[config.mk]
export PLATFORM = sky130hd
export DESIGN_NAME = mul_arbiter
export DESIGN_NICKNAME = d
export VERILOG_FILES = /design/src/rtl/mul_pkg.sv /design/src/rtl/mul_tag_pipe.sv /design/src/rtl/mul_arbiter.sv
export SDC_FILE = /design/constraint.sdc
export NUM_CORES = 1
export LEC_CHECK = 0
export BUFFER_PORTS_ARGS = -buffer_cell sky130_fd_sc_hd__buf_2
export CAP_MARGIN = 20
export CORE_MARGIN = 3
export CORE_UTILIZATION = 30
export DETAILED_ROUTE_END_ITERATION = 8
export MAX_ROUTING_LAYER = met4
export PLACE_DENSITY = 0.67
export SYNTH_ARGS = -nofsm -noshare
export SYNTH_HDL_FRONTEND = slang
export SYNTH_SLANG_ARGS = --single-unit
[constraint.sdc]
create_clock -name clk -period 2.8 [get_ports clk]
set_input_delay 0.14 -clock clk [delete_from_list [all_inputs] [get_ports clk]]
set_output_delay 0.14 -clock clk [all_outputs]
set_load 0.1 [all_outputs]
[src/rtl/mul_pkg.sv]
// Shared defaults and tag types for the round-robin multiplier front end.
package mul_pkg;

  localparam int unsigned MulLatDefault = 4;
  localparam int unsigned WDefault      = 16;

  typedef logic req_id_t;

  typedef struct packed {
    logic    valid;
    req_id_t id;
  } tag_t;

endpackage

[src/rtl/mul_tag_pipe.sv]
// Fixed-depth delay line carrying requester tags alongside the external multiplier.
module mul_tag_pipe
  import mul_pkg::*;
#(
  parameter int unsigned Depth = MulLatDefault
) (
  input  logic clk,
  input  logic rst,
  input  tag_t tag_i,
  output tag_t tag_o
);

  tag_t stage_q [Depth];

  // Shifts every cycle so bubbles keep responses aligned with mul_r.
  always_ff @(posedge clk) begin
    if (rst) begin
      for (int unsigned i = 0; i < Depth; i++) begin
        stage_q[i] <= '0;
      end
    end else begin
      stage_q[0] <= tag_i;
      for (int unsigned i = 1; i < Depth; i++) begin
        stage_q[i] <= stage_q[i-1];
      end
    end
  end

  assign tag_o = stage_q[Depth-1];

endmodule

[src/rtl/mul_arbiter.sv]
// Two-requester round-robin front end for a shared pipelined signed multiplier.
module mul_arbiter
  import mul_pkg::*;
#(
  parameter int unsigned MUL_LAT = MulLatDefault,
  parameter int unsigned W       = WDefault
) (
  input  logic           clk,
  input  logic           rst,
  input  logic           hold,
  input  logic           req0_valid,
  input  logic [W-1:0]   req0_a,
  input  logic [W-1:0]   req0_b,
  input  logic           req1_valid,
  input  logic [W-1:0]   req1_a,
  input  logic [W-1:0]   req1_b,
  output logic           req0_ready,
  output logic           req1_ready,
  output logic [W-1:0]   mul_a,
  output logic [W-1:0]   mul_b,
  input  logic [2*W-1:0] mul_r,
  output logic           rsp0_valid,
  output logic           rsp1_valid,
  output logic [2*W-1:0] rsp0_r,
  output logic [2*W-1:0] rsp1_r,
  output logic [3:0]     inflight
);

  logic         gnt0, gnt1, issue, retire;
  req_id_t      last_q, last_d;
  logic [W-1:0] mul_a_q, mul_b_q;
  logic         rsp0_valid_q, rsp1_valid_q;
  logic [3:0]   inflight_q, inflight_d;
  tag_t         tag_in, tag_out;

  // last_q == 1 means requester 1 won most recently, so requester 0 wins a tie.
  always_comb begin
    gnt0 = 1'b0;
    gnt1 = 1'b0;
    if (!rst && !hold) begin
      if (req0_valid && (!req1_valid || last_q == 1'b1)) begin
        gnt0 = 1'b1;
      end else if (req1_valid) begin
        gnt1 = 1'b1;
      end
    end
  end

  assign issue  = gnt0 | gnt1;
  assign last_d = issue ? req_id_t'(gnt1) : last_q;
  assign tag_in = '{valid: issue, id: gnt1};
  assign retire = tag_out.valid;

  always_comb begin
    inflight_d = inflight_q;
    unique case ({issue, retire})
      2'b10:   inflight_d = inflight_q + 4'd1;
      2'b01:   inflight_d = inflight_q - 4'd1;
      default: inflight_d = inflight_q;
    endcase
  end

  always_ff @(posedge clk) begin
    if (rst) begin
      last_q       <= 1'b1;
      mul_a_q      <= '0;
      mul_b_q      <= '0;
      rsp0_valid_q <= 1'b0;
      rsp1_valid_q <= 1'b0;
      inflight_q   <= '0;
    end else begin
      last_q       <= last_d;
      inflight_q   <= inflight_d;
      rsp0_valid_q <= retire && (tag_out.id == 1'b0);
      rsp1_valid_q <= retire && (tag_out.id == 1'b1);
      if (gnt0) begin
        mul_a_q <= req0_a;
        mul_b_q <= req0_b;
      end else if (gnt1) begin
        mul_a_q <= req1_a;
        mul_b_q <= req1_b;
      end
    end
  end

  mul_tag_pipe #(
    .Depth (MUL_LAT)
  ) u_tag_pipe (
    .clk   (clk),
    .rst   (rst),
    .tag_i (tag_in),
    .tag_o (tag_out)
  );

  assign req0_ready = gnt0;
  assign req1_ready = gnt1;
  assign mul_a      = mul_a_q;
  assign mul_b      = mul_b_q;
  assign rsp0_valid = rsp0_valid_q;
  assign rsp1_valid = rsp1_valid_q;
  assign rsp0_r     = mul_r;
  assign rsp1_r     = mul_r;
  assign inflight   = inflight_q;

endmodule
==> metrics.md, run 1 <==
| Metric | Value |
|---|---|
| Detail Placement HPWL | `3620 um` |
| Synth Flop Type | `dfxtp_1` |
| Uppermost layer routed | `met4` |
| Reg2reg setup slack | `0.94 ns` |
| Post_cts resized | `0` |
| Port bufs | `108` |
| RSZ-0062 raised after global routing | `false` |
| Starting density of the core | `a little under a third` |
| FILL cells | `726` |
| Critical Path RT | `3.02 ns` |
| Reg2reg end | `inflight[3]$_SDFFE_PP0P_` |
| GPL Wtd Cong | `about 0.73` |
| Startpoint types | `register` |
| Routed length per placed instance | `12.7 um` |
| Worst Setup Path Type | `reg -> reg` |
| Placed insts | `between 300 and 400` |
| Dpl ws | `0.695 ns` |
| Fin. max-slew vios | `0` |
| Post-Route M1 WL | `2090 um` |
| Via Count | `1820` |
| Crit path DAT | `2.07 ns` |
| Number of H-tree levels | `2` |
| Synth Area in Adders | `between 2 and 3%` |
| Yosys warns | `0` |
| Largest family of logic cells by synthesized area | `buffers and inverters` |
| Critical Path Start | `u_tag_pipe.stage_q[3][1]$_SDFF_PP0_` |
| Multiplexer share of the synthesized area | `0%` |
| # IOs | `a little over 200` |
| Layout cells sized above 1 | `39.1%` |
| Worst setup path endpoint | `inflight[3]$_SDFFE_PP0P_` |
| Area growth from synthesis to layout | `11.4%` |
| Post-synth ARST share | `0%` |
| Worst VDD drop | `0.000257 V` |
| Synthesized cell area | `2240 sq um` |
| Clk_lat worst skew | `0.29 ns` |
| Final wirelength | `5110 um` |
| Headroom to the max-slew limit | `about two thirds` |
| TritonCTS buffer count | `5` |
| Gate Count Post-Synth | `267` |
| XOR/XNOR Fraction of Synth Area | `less than 1%` |
| Clock Skew | `0.00536 ns` |
| Die height | `92.4 um` |
| Core Util, Final | `about 36%` |
| Final Hold Fails | `0` |
| Diode count | `0` |
| Residual DRC | `0` |
| Max_cap viols | `0` |
| Post-route setup slack | `~0.94 ns` |
| Fmax achieved | `0.539 GHz` |
| Clock transition at path regs | `0.08 ns` |
| DRT iter0 DRCs | `59` |
| Register area | `941 sq um` |
| Synth Area in Compound Gates | `between 10% and 20%` |
| Worst-case clock buffer depth | `2` |
| Met3 WL | `about 440 um` |
| Endpoint class of the critical path | `register` |
| DIE WIDTH | `92.4 um` |
| Routed Antenna Nets | `0` |
| Pin count of the biggest net entering global routing | `between 40 and 50` |
| Setup_tns | `0 ns` |
| Synth Area in Simple Gates | `18.8%` |
| Final #Nets | `412` |
| Worst-path fanout max | `3` |
| Multi-input logic area | `around 740 sq um` |
| Count of hold-fix buffers inserted at cts | `0` |
| Standard-cell rows | `30` |
| Yosys reg bits | `47` |
| Vias per Instance | `4.52` |
| Worst reg-to-reg path cell count | `6` |
| Post-CTS Setup Inserts | `0` |
| Number of flops mapped to enable cells by yosys | `0` |
| Die area | `8540 sq um` |
| Layout Cells excl Fill | `403` |
| Vias in the first global route | `approximately 1.9k` |
| Period utilization | `66.3%` |
| Slew @ Worst Pin | `0.503 ns` |
| Drt pass-1 iters | `4` |
| Worst reg2reg path startpoint | `u_tag_pipe.stage_q[3][1]$_SDFF_PP0_` |
| Sequential cell area fraction in the yosys report | `around two fifths` |
| Syn_nets | `372` |
| TritonCTS clock tree | `yes` |
| Leakage | `0.00119 uW` |
| First-pass GRT wire length | `8380 um` |
| Post-synth cell types | `23` |
| Syn_area_per_cell | `roughly 8.4 sq um` |
| Total GRT Usage | `12.2%` |
| CTS sink cnt | `47` |
| Core Region | `7020 sq um` |
| DR WL met2 | `2530 um` |
| Final-report setup violation count | `0` |
| Initial antenna violation count | `0` |
| Status | `finished clean` |
| Post-layout min period | `1.86 ns` |
| Power Density | `just under 700 nW/um^2` |
| Clock Tree Root | `clkbuf_8` |
| Min-Delay Path Class | `in -> reg` |
| Total grt overflow | `0` |
area by class of cell:
| class | instances | area share [%] |
|---|---|---|
| well taps | 96 | 4.81 |
| clock buffers | 5 | 2.76 |
| multi-input cells | 135 | 29.5 |
| clock inverters | 2 | 1.50 |
| inverters | 6 | 0.902 |
| flip-flops and latches | 47 | 37.7 |
| repair buffers | 112 | 22.9 |
where the power goes:
group	internal, uW	leakage (uW)	switching (uW)
clock network	261	0.0000502	214
registers	712	0.000388	22.6
logic	105	0.000749	395
total	1080	0.00119	631
Yosys cell counts (2+ instances only):
library cell  count  area (sq um)
a21oi_1           5          25.0
buf_2             6          30.0
buf_4            64           480
clkbuf_1          9          33.8
dfxtp_1          47           941
ha_1              3          37.5
inv_1             6          22.5
nand2b_1          2          12.5
nand3_1           2          10.0
nor2_1           41           154
nor2b_1           6          37.5
nor3_1           33           165
o22ai_1          32           200
xor2_1            2          17.5
cells in the final DEF (no fill, tap or decap):
cell type | synthesis | final
nand3_1 | 2 | 2
bufinv_16 | 0 | 1
clkinvlp_4 | 0 | 1
ha_1 | 3 | 3
o31ai_1 | 1 | 1
nor2b_1 | 6 | 6
and3b_1 | 1 | 1
o21ai_0 | 1 | 1
buf_2 | 6 | 108
dfxtp_1 | 47 | 47
inv_1 | 6 | 6
nor3_1 | 33 | 33
nand3b_1 | 1 | 1
and3_1 | 1 | 1
or4_1 | 1 | 1
clkbuf_8 | 0 | 5
nand2b_1 | 2 | 2
nor2_1 | 41 | 40
nand2_1 | 1 | 1
nor2_2 | 0 | 1
a21oi_1 | 5 | 5
buf_4 | 64 | 4
fa_1 | 1 | 1
xor2_1 | 2 | 2
nor3b_1 | 1 | 1
o22ai_1 | 32 | 32
worst min-delay path by stage:
stage                                           to  cells after the start  slack (ns)      start
6_report       u_tag_pipe.stage_q[0][1]$_SDFF_PP0_                      2        0.05        rst
5_1_grt        u_tag_pipe.stage_q[0][1]$_SDFF_PP0_                      2        0.05        rst
4_1_cts        u_tag_pipe.stage_q[0][1]$_SDFF_PP0_                      2        0.04        rst
3_5_place_dp                            rsp1_r[21]                      0        0.28  mul_r[21]
3_3_place_gp                            rsp1_r[21]                      0        0.28  mul_r[21]
2_1_floorplan  u_tag_pipe.stage_q[0][1]$_SDFF_PP0_                      1        0.23       hold
metal layers:
layer	vias to the layer above	GRT usage (%)
li1	916	-
met1	822	13.1
met2	72	21.3
met3	10	3.90
met4	0	3.96
met5	-	-
worst max-delay path: stages, from the launching register on:
cell	delay, ns
dfxtp_1	0.33
ha_1	0.22
ha_1	0.33
a21oi_1	0.19
a21oi_1	0.10
or4_1	0.47
a21oi_1	0.14
logic make-up after synthesis:
family | after synthesis
simple gates | 90
buf+inv | 85
flops | 47
compound gates | 39
fa+ha+maj | 4
xor+xnor | 2
state kept, by name, indices dropped and copies added (netlist names):
name,flops
inflight,4
last_q,1
mul_a,16
mul_b,16
rsp0_valid,1
rsp1_valid,1
u_tag_pipe.stage_q,8
metrics by stage:
stage	area, sq um	hold slack, ns	total power, uW
6_report	2500	0.0543	1710
5_1_grt	2500	0.0484	1800
4_1_cts	2500	0.0387	1740
3_5_place_dp	2390	0.281	1250
3_3_place_gp	2390	0.281	1250
2_1_floorplan	2240	0.228	1570
(Power assumes the default switching activity.)
==> run 2: changes to the inputs <==
- ABC_AREA: unset -> 1
- PLACE_DENSITY: 0.67 -> unset
- clock period: 2.8 -> 1.9 ns (I/O delays scaled with it)
==> run 2 against run 1 <==
Synthesized cell count rose by 18%. Utilization shrank 0.28 points. Worst hold slack improved by 0.030 ns. Combinational power up 54%. Sequential power up 47%. Global-route usage is 0.56 points higher. Via count grew 9.2%. Sequential share of layout area is 4.1 points lower. First-iteration DRC count fell by 25%. Wire length is 15% higher. Total power rose by 52%. Critical path depth unchanged. Largest cell class is now multi-input gates.
==> metrics.md, run 2 <==
| Metric | Value |
|---|---|
| Post-synth cell types | `23 (unchanged)` |
| Synth Flop Type | `dfxtp_1` |
| Cell Area, Placed | `2700 sq um (+13%)` |
| Clock transition at path regs | `0.09 ns (about the same)` |
| Synth Area in Compound Gates | `8.20% (-2.4 points)` |
| Slew @ Worst Pin | `0.607 ns (+0.103 ns)` |
| Hold_ws | `0.0847 ns (+0.0303 ns)` |
| Area contributors post-synth | `dfxtp_1 37%, buf_4 20%, nor2_1 11%` |
| Total grt overflow | `0 (unchanged)` |
| Final Cell Area | `2810 sq um (+13%)` |
| Status | `finished clean` |
| Post-layout min period | `1.78 ns` |
| Starting density of the core | `31.8% (-0.14 points)` |
| Diode count | `0 (unchanged)` |
| Worst-case clock buffer depth | `2 (unchanged)` |
| TritonCTS clock tree | `yes` |
| Largest family of logic cells by synthesized area | `simple AND/OR/NAND/NOR gates` |
| Area growth from synthesis to layout | `11.0%` |
| Worst-path fanout max | `33 (+30)` |
| Drt pass-1 iters | `4 (unchanged)` |
| Post_cts resized | `0 (unchanged)` |
| Final #Nets | `461 (+12%)` |
| Clock Skew | `0.00737 ns (+0.00201 ns)` |
| DRT iter0 DRCs | `44 (-25%)` |
| # IOs | `205 (unchanged)` |
| Post-synth ARST share | `0% (unchanged)` |
| Post-CTS Setup Inserts | `0 (unchanged)` |
| Final wirelength | `5870 um (+15%)` |
| RSZ-0062 raised after global routing | `false` |
| Multiplexer share of the synthesized area | `0% (unchanged)` |
| Min-Delay Path Class | `in -> reg` |
| Pin count of the biggest net entering global routing | `37 (-23%)` |
| Fin. max-slew vios | `0 (unchanged)` |
| Final Hold Fails | `0 (unchanged)` |
| Yosys warns | `0 (unchanged)` |
| Crit path DAT | `1.68 ns (-0.39 ns)` |
| Die area | `9580 sq um (+12%)` |
| Commonest non-fill, non-tap cells in the layout | `108 x buf_2, 75 x nor2_1, 44 x dfxtp_1` |
| Yosys reg bits | `47 (unchanged)` |
| Synthesized cell area | `2530 sq um (+13%)` |
| Layout cells sized above 1 | `45.1% (+6.0 points)` |
| Routed length per placed instance | `12.8 um (+0.79%)` |
| Core Util, Final | `35.3% (-0.28 points)` |
| Power Density | `926 nW/um^2 (+35%)` |
| Via Count | `1988 (+9.2%)` |
| Worst Setup Path Type | `reg -> out` |
| Count of hold-fix buffers inserted at cts | `0 (unchanged)` |
| Synth Area in Adders | `2.27% (-0.30 points)` |
| First-pass GRT wire length | `9780 um (+17%)` |
| Setup_tns | `0 ns (unchanged)` |
| Leakage | `0.00139 uW (+17%)` |
| Number of flops mapped to enable cells by yosys | `0 (unchanged)` |
| DIE WIDTH | `97.9 um (+5.9%)` |
| Most common cell in the netlist | `nor2_1` |
| Syn_nets | `419 (+13%)` |
| Synth Area in Simple Gates | `27.4% (+8.6 points)` |
| Fmax achieved | `0.563 GHz` |
| Residual DRC | `0 (unchanged)` |
| Headroom to the max-slew limit | `59.5% (-7.2 points)` |
| Vias in the first global route | `2004 (+7.2%)` |
| Gate Count Post-Synth | `314 (+18%)` |
| Initial antenna violation count | `0 (unchanged)` |
| Detail Placement HPWL | `4190 um (+16%)` |
| CTS sink cnt | `47 (unchanged)` |
| FILL cells | `852 (+17%)` |
| Vias per Instance | `4.33 (-4.1%)` |
| TritonCTS buffer count | `5 (unchanged)` |
| Sequential cell area fraction in the yosys report | `37.2% (-4.8 points)` |
| Core Region | `7970 sq um (+14%)` |
| Synth area leader | `dfxtp_1` |
| Clk_lat worst skew | `0.30 ns (about the same)` |
| Total GRT Usage | `12.8% (+0.56 points)` |
| Yosys top cell area share | `37.2% (-4.8 points)` |
| Worst VDD drop | `0.000333 V (+29%)` |
| Standard-cell rows | `32 (+6.7%)` |
| Syn_area_per_cell | `8.07 sq um (-3.9%)` |
| Critical Path RT | `1.80 ns (-1.22 ns)` |
| Final-report setup violation count | `0 (unchanged)` |
| XOR/XNOR Fraction of Synth Area | `0.346% (-0.44 points)` |
| Number of H-tree levels | `2 (unchanged)` |
| Clock Tree Root | `clkbuf_8` |
| Routed Antenna Nets | `0 (unchanged)` |
| Period utilization | `about 94%` |
| Startpoint types | `register` |
| Port bufs | `108 (unchanged)` |
| GPL Wtd Cong | `0.764 (+4.2%)` |
| Endpoint class of the critical path | `output pin` |
| Top post-synthesis cells by count | `75 x nor2_1, 67 x buf_4, 47 x dfxtp_1` |
| Leading cell type in the layout, fill and taps excluded | `buf_2` |
| Max_cap viols | `0 (unchanged)` |
| Die height | `97.9 um (+5.9%)` |
[run 2: changes by cell type after synthesis, moves of 5 or more]
| cell | previous run | this run |
|---|---|---|
| nor3_2 | 0 | 28 |
| clkbuf_1 | 9 | 0 |
| o22ai_1 | 32 | 0 |
| o21ai_1 | 0 | 29 |
| nor2_1 | 41 | 75 |
| o21ai_0 | 1 | 6 |
| inv_1 | 6 | 18 |
| nor3_1 | 33 | 4 |
| nand2_1 | 1 | 13 |
| nor2b_1 | 6 | 0 |
[run 2: where the power goes]
group	total (uW)	leakage [uW]	switching (uW)	internal, uW
registers	1080	0.000386	33.3	1050
clock network	751	0.0000581	359	393
logic	769	0.000945	606	164
[run 2: final cells by class]
type / instances / area, sq um / share of cell area (%)
Tap cell: 102 / 128 / 4.54
Sequential cell: 47 / 945 / 33.6
Timing Repair Buffer: 112 / 571 / 20.3
Multi-Input combinational cell: 171 / 985 / 35.0
Inverter: 19 / 71.3 / 2.54
Clock buffer: 5 / 68.8 / 2.45
Clock inverter: 3 / 43.8 / 1.56
[run 2: routing by layer]
metal | global-route usage [%] | vias up | share of wire (%)
li1 | - | 1016 | -
met1 | 14.9 | 880 | 42
met2 | 21.0 | 69 | 49
met3 | 3.79 | 23 | 7.3
met4 | 4.15 | 0 | 1.8
met5 | - | - | 0
[run 2: stage by stage]
| step | setup WS (ns) | instances | total power [uW] |
|---|---|---|---|
| after floorplan | 0.0305 | 314 | 2350 |
| after global routing | 0.000479 | 459 | 2740 |
| final | 0.122 | 459 | 2600 |
| after global placement | 0.175 | 451 | 1870 |
| after CTS | 0.100 | 459 | 2660 |
| after detailed placement | 0.161 | 451 | 1880 |
[run 2: final timing paths]
path | start | endpoint | slack (ns) | cells past startpoint
worst max-delay path | last_q$_SDFFE_PP1P_ | req0_ready | 0.12 | 6
worst min-delay path | req1_b[4] | mul_b[4]$_SDFFE_PP0P_ | 0.08 | 3
worst max register to register | last_q$_SDFFE_PP1P_ | inflight[3]$_SDFFE_PP0P_ | 0.15 | 12
worst min register to register | u_tag_pipe.stage_q[0][0]$_SDFF_PP0_ | u_tag_pipe.stage_q[1][0]$_SDFF_PP0_ | 0.40 | 2
[run 2: logic make-up (layout without fill, tap and decap cells)]
logic type / count (synthesis) / count (layout)
buf+inv: 96 / 139
fa+ha+maj: 4 / 4
xor+xnor: 1 / 1
compound gates: 40 / 40
simple gates: 126 / 126
flops: 47 / 47
[run 2: critical path: stages, from the launching register on]
cell and delay (ns):
dfxtp_1 0.36, inv_1 0.07, nand2_2 0.08, nand3_4 0.07, buf_4 0.26, inv_1 0.12
buf_2 0.43
==> run 3: changes to the inputs <==
- ABC_AREA: 1 -> 0
- PLACE_DENSITY: unset -> 0.67
==> run 3 against run 2 <==
Design area fell by 7.2%. Sequential share of layout area up 2.6 points. Maximum frequency down 0.95%. Worst hold slack got worse by 0.028 ns. Via count fell by 5.2%. Count of clock-buffer cells in the layout stayed put. Critical endpoint is now inflight[3]$_SDFFE_PP0P_. Largest power group unchanged.
==> metrics.md, run 3 (synthesis gave the netlist of run 1 again) <==
| Metric | Value |
|---|---|
| Initial antenna violation count | `0 (unchanged)` |
| Reg2reg setup slack | `0.11 ns (-0.04 ns)` |
| Endpoint class of the critical path | `register` |
| Drt pass-1 iters | `4 (unchanged)` |
| RSZ-0062 raised after global routing | `false` |
| Via Count | `1885 (-5.2%)` |
| Clk_lat worst skew | `0.29 ns (about the same)` |
| Final wirelength | `5140 um (-12%)` |
| FILL cells | `749 (-12%)` |
| Int Power | `1600 uW (-0.16%)` |
| Area growth from synthesis to layout | `16.4%` |
| Layout cells sized above 1 | `42.7% (-2.4 points)` |
| Reg2reg end | `inflight[3]$_SDFFE_PP0P_` |
| Slew @ Worst Pin | `0.504 ns (-0.103 ns)` |
| Vias per Instance | `4.58 (+5.6%)` |
| Hold_ws | `0.0569 ns (-0.0278 ns)` |
| Vias in the first global route | `1910 (-4.7%)` |
| Final #Nets | `421 (-8.7%)` |
| Worst-path fanout max | `3 (-91%)` |
| Die height | `92.4 um (-5.6%)` |
| Fmax achieved | `0.557 GHz (-0.95%)` |
| TritonCTS clock tree | `yes` |
| Worst reg2reg path startpoint | `u_tag_pipe.stage_q[3][1]$_SDFF_PP0_` |
| Residual DRC | `0 (unchanged)` |
| First-pass GRT wire length | `8490 um (-13%)` |
| Pwr Total | `2540 uW (-2.4%)` |
| Leakage | `0.00124 uW (-11%)` |
| TritonCTS buffer count | `5 (unchanged)` |
| DRT iter0 DRCs | `22 (-50%)` |
| Total grt overflow | `0 (unchanged)` |
| Worst hold path startpoint | `req1_b[5]` |
| Clock Skew | `0.00852 ns (+0.00115 ns)` |
| Diode count | `0 (unchanged)` |
| Pin count of the biggest net entering global routing | `48 (+30%)` |
| Final-report setup violation count | `0 (unchanged)` |
| Final Hold Fails | `0 (unchanged)` |
| Core Region | `7020 sq um (-12%)` |
| Hold path depth | `3 (unchanged)` |
| Worst reg-to-reg path cell count | `6 (-6)` |
| Die area | `8540 sq um (-11%)` |
| Number of H-tree levels | `2 (unchanged)` |
| Post-layout min period | `1.79 ns (+0.0170 ns)` |
| # IOs | `205 (unchanged)` |
| Commonest non-fill, non-tap cells in the layout | `107 x buf_2, 44 x dfxtp_1, 39 x nor2_1` |
| Period utilization | `94.5% (+0.89 points)` |
| Power share of the clock group | `27.7% (-1.1 points)` |
| Standard-cell rows | `30 (-6.3%)` |
| Detail Placement HPWL | `3730 um (-11%)` |
| Fin. max-slew vios | `0 (unchanged)` |
| Clock transition at path regs | `0.09 ns (about the same)` |
| Worst VDD drop | `0.000392 V (+18%)` |
| Hold path endpoint | `mul_b[5]$_SDFFE_PP0P_` |
| Clock Tree Root | `clkbuf_8` |
| Net switching power figure | `938 uW (-6.0%)` |
| Routed Antenna Nets | `0 (unchanged)` |
| Starting density of the core | `31.9% (+0.14 points)` |
| Sw Ratio | `36.9% (-1.4 points)` |
| Setup_tns | `0 ns (unchanged)` |
| DIE WIDTH | `92.4 um (-5.6%)` |
| Routed length per placed instance | `12.5 um (-2.3%)` |
| Crit path DAT | `2.03 ns (+0.35 ns)` |
| Flop pwr share | `42.6% (+1.0 points)` |
| Status | `finished clean` |
| Total GRT Usage | `12.4% (-0.34 points)` |
| Max_cap viols | `0 (unchanged)` |
| Critical Path RT | `2.13 ns (+0.33 ns)` |
| Worst-case clock buffer depth | `2 (unchanged)` |
| Min-Delay Path Class | `in -> reg` |
| Worst Setup Path Type | `reg -> reg` |
| Port bufs | `108 (unchanged)` |
| GPL Wtd Cong | `0.781 (+2.2%)` |
| Power Density | `974 nW/um^2 (+5.2%)` |
| Leading cell type in the layout, fill and taps excluded | `buf_2` |
| CTS sink cnt | `47 (unchanged)` |
| Logic pwr share | `29.7% (about the same)` |
| Startpoint types | `register` |
| Headroom to the max-slew limit | `66.4% (+6.9 points)` |
[run 3: cell count changes in the layout (fill, tap and decap cells not counted), sizes merged, moves of 6 or more]
cell / change
nand2: -14
buf: +8
o21ai: -34
o22ai: +32
inv: -13
nor2: -35
nor2b: +6
[run 3: how the worst max path moves through the flow]
stage | cells after the start | end | slack (ns) | from
after floorplan | 9 | inflight[3]$_SDFFE_PP0P_ | -0.08 | rst
after global placement | 9 | inflight[3]$_SDFFE_PP0P_ | -0.14 | rst
after detailed placement | 9 | inflight[3]$_SDFFE_PP0P_ | -0.23 | rst
after CTS | 6 | inflight[3]$_SDFFE_PP0P_ | 0.02 | u_tag_pipe.stage_q[3][1]$_SDFF_PP0_
after global routing | 6 | inflight[3]$_SDFFE_PP0P_ | 0.0007 | u_tag_pipe.stage_q[3][1]$_SDFF_PP0_
final | 6 | inflight[3]$_SDFFE_PP0P_ | 0.11 | u_tag_pipe.stage_q[3][1]$_SDFF_PP0_
[run 3: critical path, cell delays in order, from the launching register on]
cell and delay [ns]:
dfxtp_1 0.36, ha_1 0.24, ha_4 0.23, a21oi_2 0.16, a21oi_1 0.11, or4_1 0.48, a21oi_1 0.15
[run 3: power groups by stage]
stage	clock network (uW)	registers [uW]	logic, uW
floorplan	0	1530	787
global placement	0	1100	749
detailed placement	0	1100	756
CTS	745	1080	757
global route	788	1090	795
finish	704	1080	754
[run 3: final cells by class]
class                           count  area (sq um)  area share (%)
Multi-Input combinational cell    135           759            29.1
Sequential cell                    47           945            36.2
Inverter                            6          22.5           0.863
Clock inverter                      2          37.5            1.44
Tap cell                           96           120            4.60
Clock buffer                        5          68.8            2.64
Timing Repair Buffer              121           656            25.1
[run 3: per-layer routing]
layer | GRT usage (%) | wire [um] | up-vias
met2 | 21.0 | 2540 | 83
met4 | 4.95 | 84 | 0
li1 | - | - | 938
met1 | 13.6 | 2090 | 848
met5 | - | 0 | -
met3 | 3.98 | 425 | 16
[run 3: through the flow]
stage	worst slack (ns)	util (%)	instances	cell area, sq um
6_report	0.105	37.2	412	2610
5_1_grt	0.000712	37.2	412	2610
4_1_cts	0.0206	36.9	412	2590
3_5_place_dp	-0.233	35.2	404	2470
3_3_place_gp	-0.138	35.2	404	2470
2_1_floorplan	-0.0784	-	267	2250
[run 3: timing repair]
action | CTS | global route
endpoints found under the hold margin | 1 | 0
setup endpoints to repair | 0 | 1
hold buffers | 1 | 0
buffers inserted | 0 | 0
resized for setup | 0 | 3
